## src/rtl/alu_result_packer.sv

```systemverilog
// Streams each valid ALU result as bytes, LSB first, over a valid/ready byte interface.
// One extra result can be held pending while a transfer is in flight; a third is dropped and flagged.
module alu_result_packer #(
    parameter int OUT_DATA_WIDTH = 16
) (
    input  logic                      CLK,
    input  logic                      RST,
    input  logic [OUT_DATA_WIDTH-1:0] ALU_OUT,
    input  logic                      OUT_VALID,
    output logic [7:0]                TX_DATA,
    output logic                      TX_VLD,
    input  logic                      TX_RDY,
    output logic                      BUSY,
    output logic                      OVERRUN
);

    localparam int BYTES = OUT_DATA_WIDTH / 8;
    localparam int IDX_W = (BYTES > 1) ? $clog2(BYTES) : 1;
    localparam logic [IDX_W-1:0] LAST_IDX = IDX_W'(BYTES - 1);

    typedef enum logic {
        IDLE = 1'b0,
        SEND = 1'b1
    } state_t;

    state_t                    state_reg;
    logic [OUT_DATA_WIDTH-1:0] cur_reg;
    logic [OUT_DATA_WIDTH-1:0] pend_reg;
    logic                      pend_v_reg;
    logic [IDX_W-1:0]          idx_reg;
    logic                      overrun_reg;

    logic [7:0] byte_lane [BYTES];

    genvar gi;
    generate
        for (gi = 0; gi < BYTES; gi++) begin : g_lane
            assign byte_lane[gi] = cur_reg[8*gi +: 8];
        end
    endgenerate

    logic handshake;
    logic last_hs;

    assign handshake = (state_reg == SEND) && TX_RDY;
    assign last_hs   = handshake && (idx_reg == LAST_IDX);

    // Outputs decode straight from registered state, so they hold while stalled.
    assign TX_VLD  = (state_reg == SEND);
    assign TX_DATA = byte_lane[idx_reg];
    assign BUSY    = (state_reg == SEND) || pend_v_reg;
    assign OVERRUN = overrun_reg;

    always_ff @(posedge CLK or posedge RST) begin
        if (RST) begin
            state_reg   <= IDLE;
            cur_reg     <= '0;
            pend_reg    <= '0;
            pend_v_reg  <= 1'b0;
            idx_reg     <= '0;
            overrun_reg <= 1'b0;
        end else begin
            overrun_reg <= 1'b0;
            case (state_reg)
                IDLE: begin
                    if (OUT_VALID) begin
                        cur_reg   <= ALU_OUT;
                        idx_reg   <= '0;
                        state_reg <= SEND;
                    end
                end
                SEND: begin
                    if (last_hs) begin
                        if (pend_v_reg) begin
                            // Pending result advances; a new arrival refills the freed slot.
                            cur_reg <= pend_reg;
                            idx_reg <= '0;
                            if (OUT_VALID) begin
                                pend_reg <= ALU_OUT;
                            end else begin
                                pend_v_reg <= 1'b0;
                            end
                        end else if (OUT_VALID) begin
                            cur_reg <= ALU_OUT;
                            idx_reg <= '0;
                        end else begin
                            state_reg <= IDLE;
                        end
                    end else begin
                        if (handshake) begin
                            idx_reg <= idx_reg + IDX_W'(1);
                        end
                        if (OUT_VALID) begin
                            if (!pend_v_reg) begin
                                pend_reg   <= ALU_OUT;
                                pend_v_reg <= 1'b1;
                            end else begin
                                overrun_reg <= 1'b1;
                            end
                        end
                    end
                end
                default: state_reg <= IDLE;
            endcase
        end
    end

endmodule

```

## config.mk

```make
export PLATFORM = sky130hd
export DESIGN_NAME = alu_result_packer
export DESIGN_NICKNAME = d
export VERILOG_FILES = /design/src/rtl/alu_result_packer.sv
export SDC_FILE = /design/constraint.sdc
export NUM_CORES = 1
export LEC_CHECK = 0
export BUFFER_PORTS_ARGS = -buffer_cell sky130_fd_sc_hd__buf_4
export CAP_MARGIN = 0
export CORE_ASPECT_RATIO = 1.4
export CORE_MARGIN = 10
export CORE_UTILIZATION = 38
export CTS_BUF_LIST = sky130_fd_sc_hd__clkbuf_4 sky130_fd_sc_hd__clkbuf_8
export CTS_CLUSTER_SIZE = 10
export DETAILED_ROUTE_END_ITERATION = 12
export SYNTH_ARGS = -nofsm -noshare
export SYNTH_HDL_FRONTEND = slang
export SYNTH_SLANG_ARGS = --single-unit
```

## constraint.sdc

```tcl
create_clock -name CLK -period 4.23 [get_ports CLK]
set_input_delay 0.846 -clock CLK [delete_from_list [all_inputs] [get_ports CLK]]
set_output_delay 0.846 -clock CLK [all_outputs]
set_load 0.02 [all_outputs]
```

==> metrics.md <==
| Metric | Value |
|---|---|
| Clk_lat worst skew | 0.29 ns |
| ANT nets after route | 0 |
| Critical path startpoint category | register |
| Total track usage | 0.1098 |
| Via count | 1245 |
| Setup bufs post-CTS | 0 |
| Die height | 100.6 um |
| Slowest stage cell, crit path | dfrtp_1 |
| Final Routed Wirelength | 4.115 mm |
| Crit path largest cell delay | 0.73 ns |
| Hold buffer count at CTS | 0 |
| Mean post-synth cell area | 12.68 sq um |
| Status | finished clean |
| Final period util | 0.5758 |
| Max Cap Violations | 0 |
| Combinational power share | 0.460 |
| CP Class | register to output pin |
| ANT cells | 0 |
| CTS root buffer | clkbuf_8 |
| Yosys top cell by area | dfrtp_1 |
| Initial core utilization | 0.3918 |
| CTS Sinks | 36 |
| Placed inst area | 0.002012 sq mm |
| Power density cells | 788.6 mW/mm^2 |
| Post-Synthesis Cell Area | 0.001763 sq mm |
| Die Wd | 77.57 um |
| Global-route wire length before repair | 6.796 mm |
| Clk buf depth | 2 |
| Initial DRC Count | 145 |
| Critical Path AT | 1.59 ns |
| DR vias/cell | 5.461 |
| Initial antenna violation count | 0 |
| Yosys cell types | 23 |
| First-pass detailed-route iteration total | 4 |
| Final setup viols | 0 |
| Layout cells sized above 1 | 0.3976 |
| Fin area | 0.002093 sq mm |
| Cells after Synth | 139 |
| Hold Crit Class | register to register |
| Rel. slew slack | 0.4563 |
| Largest net degree at the start of global routing | 37 |
| Core footprint | 0.004499 sq mm |
| Max-slew violations | 0 |
| Row count | 29 |
| Critical path buffers and inverters | 1 |
| Syn_nets | 159 |
| Crit. End Element | output pin |
| Buffers on Ports | 30 |
| GRT overflow | 0 |
| Clock network power share | 0.143 |
| Sw Pwr | 627.5 uW |
| Seq/Total Area, Yosys | 0.5110 |
| Synth-to-Final Area Change | 18.74% |
| TNS Setup | 0 ns |
| Die Area | 0.007802 sq mm |
| DRC violations left | 0 |
| Sequential power share | 0.398 |
| Synth top area cells | dfrtp_1, mux2_2, o2bb2ai_2 |
| Io pins | 31 |
| Nets | 186 |
| Tmin final | 2.436 ns |
| H-tree levels | 2 |
| Crit-path leading delay family | flip-flops |
| Number of global-route vias before repair | 1338 |
| Unrepaired setup endpoints after global routing | no |
| Static leakage | 0.9288 nW |
| Sw Share | 0.3802 |
| CTS buffer count | 5 |
| Worst EP required | 3.38 ns |
| DR WL/cell | 18.05 um |
| Crit-path cells | mux2_2 -> buf_4 |
| Yosys warns | 0 |
| Power Internal | 1.023 mW |
| Worst Path Max Fanout | 14 |
| Worst IR drop on VDD | 0.2748 mV |
| Gpl congestion | 0.7776 |
| Share of the synthesized area in the top cell type | 0.5110 |
| Post-Layout Cell Count | 228 |
| Worst slew pin tran | 0.8155 ns |
| CTS tree | yes |
| Worst clock skew | 0.003275 ns |
| Placed cell count | 221 |
| Post-CTS sizing | 0 |
| Synth Register Bits | 36 |
| Hold Fails Final Rpt | 0 |
| Highest Clock Rate | 0.4106 GHz |
| Clock transition at path regs | 0.07 ns |
[cell usage in the layout, fill, tap and decap left out]
cell type / count
clkinv_2: 1
a31oi_1: 17
and3_1: 16
a22o_1: 1
mux2_1: 10
inv_1: 2
nor3b_1: 1
a21o_1: 1
nand2_1: 5
o2bb2ai_2: 10
buf_4: 32
a21boi_2: 1
dfrtp_1: 36
a21oi_4: 1
or2_2: 1
clkbuf_4: 1
a21oi_1: 2
xor2_1: 1
nand3_1: 1
or2_1: 1
o2bb2ai_1: 6
mux2_2: 14
clkbuf_8: 5
[path summary, 6_finish.rpt]
check / cells after the start / endpoint / startpoint / slack, ns
max reg2reg: 4 / cur_reg[10] / TX_VLD / 1.93
min: 1 / pend_reg[3] / pend_reg[3] / 0.48
max in group asynchronous: 3 / pend_v_reg / RST / 3.25
min reg2reg: 1 / pend_reg[3] / pend_reg[3] / 0.48
max: 2 / TX_DATA[6] / idx_reg / 1.79
min in group asynchronous: 3 / cur_reg[10] / RST / 0.66
[cells by family (layout without fill, tap and decap cells)]
logic type | after synthesis | count (layout) | share of synthesized area
AOI/OAI and AO/OA | 39 | 39 | 0.2058
xor gates and xnor gates | 1 | 1 | 0.004969
buffers and inverters | 14 | 41 | 0.04330
DFF | 36 | 36 | 0.5110
muxes | 24 | 24 | 0.1533
and+or+nand+nor | 25 | 25 | 0.08162
[layer usage]
metal | wire [um] | up-vias | GRT usage
li1 | - | 578 | -
met1 | 1803 | 633 | 0.1281
met2 | 2062 | 27 | 0.1806
met3 | 194 | 7 | 0.03839
met4 | 55 | 0 | 0.04225
met5 | 0 | - | 0
[power groups by stage]
stage | clock, mW | sequential, mW | combinational [mW]
floorplan | 0 | 0.588 | 0.632
global placement | 0 | 0.650 | 0.756
detailed placement | 0 | 0.661 | 0.768
CTS | 0.242 | 0.656 | 0.774
global route | 0.259 | 0.682 | 0.833
finish | 0.235 | 0.656 | 0.759
[stage by stage]
stage | utilization | hold WS [ns] | total power [mW] | worst slack, ns
6_report | 0.4652 | 0.4833 | 1.651 | 1.794
5_1_grt | 0.4652 | 0.5020 | 1.775 | 1.699
4_1_cts | 0.4652 | 0.4845 | 1.671 | 1.759
3_5_place_dp | 0.4472 | 0.4657 | 1.429 | 1.862
3_3_place_gp | 0.4472 | 0.4590 | 1.406 | 1.889
2_1_floorplan | - | 0.4490 | 1.220 | 2.300
[Yosys cell counts, drive strengths merged]
master / number
a22o: 1
inv: 2
a31oi: 17
buf: 7
xor2: 1
o2bb2ai: 16
and3: 16
or2: 2
nor3b: 1
a21boi: 1
a21o: 1
dfrtp: 36
mux2: 24
clkbuf: 5
nand2: 5
a21oi: 3
nand3: 1
[cell type report]
cell class / instances / area (sq um)
Clock buffer: 6 / 76.32
Clock inverter: 1 / 5.005
Fill cell: 428 / 2406
Inverter: 2 / 7.507
Multi-Input combinational cell: 89 / 785.8
Sequential cell: 36 / 900.9
Tap cell: 62 / 77.57
Timing Repair Buffer: 32 / 240.2
Power figures use the tool's default switching activity.
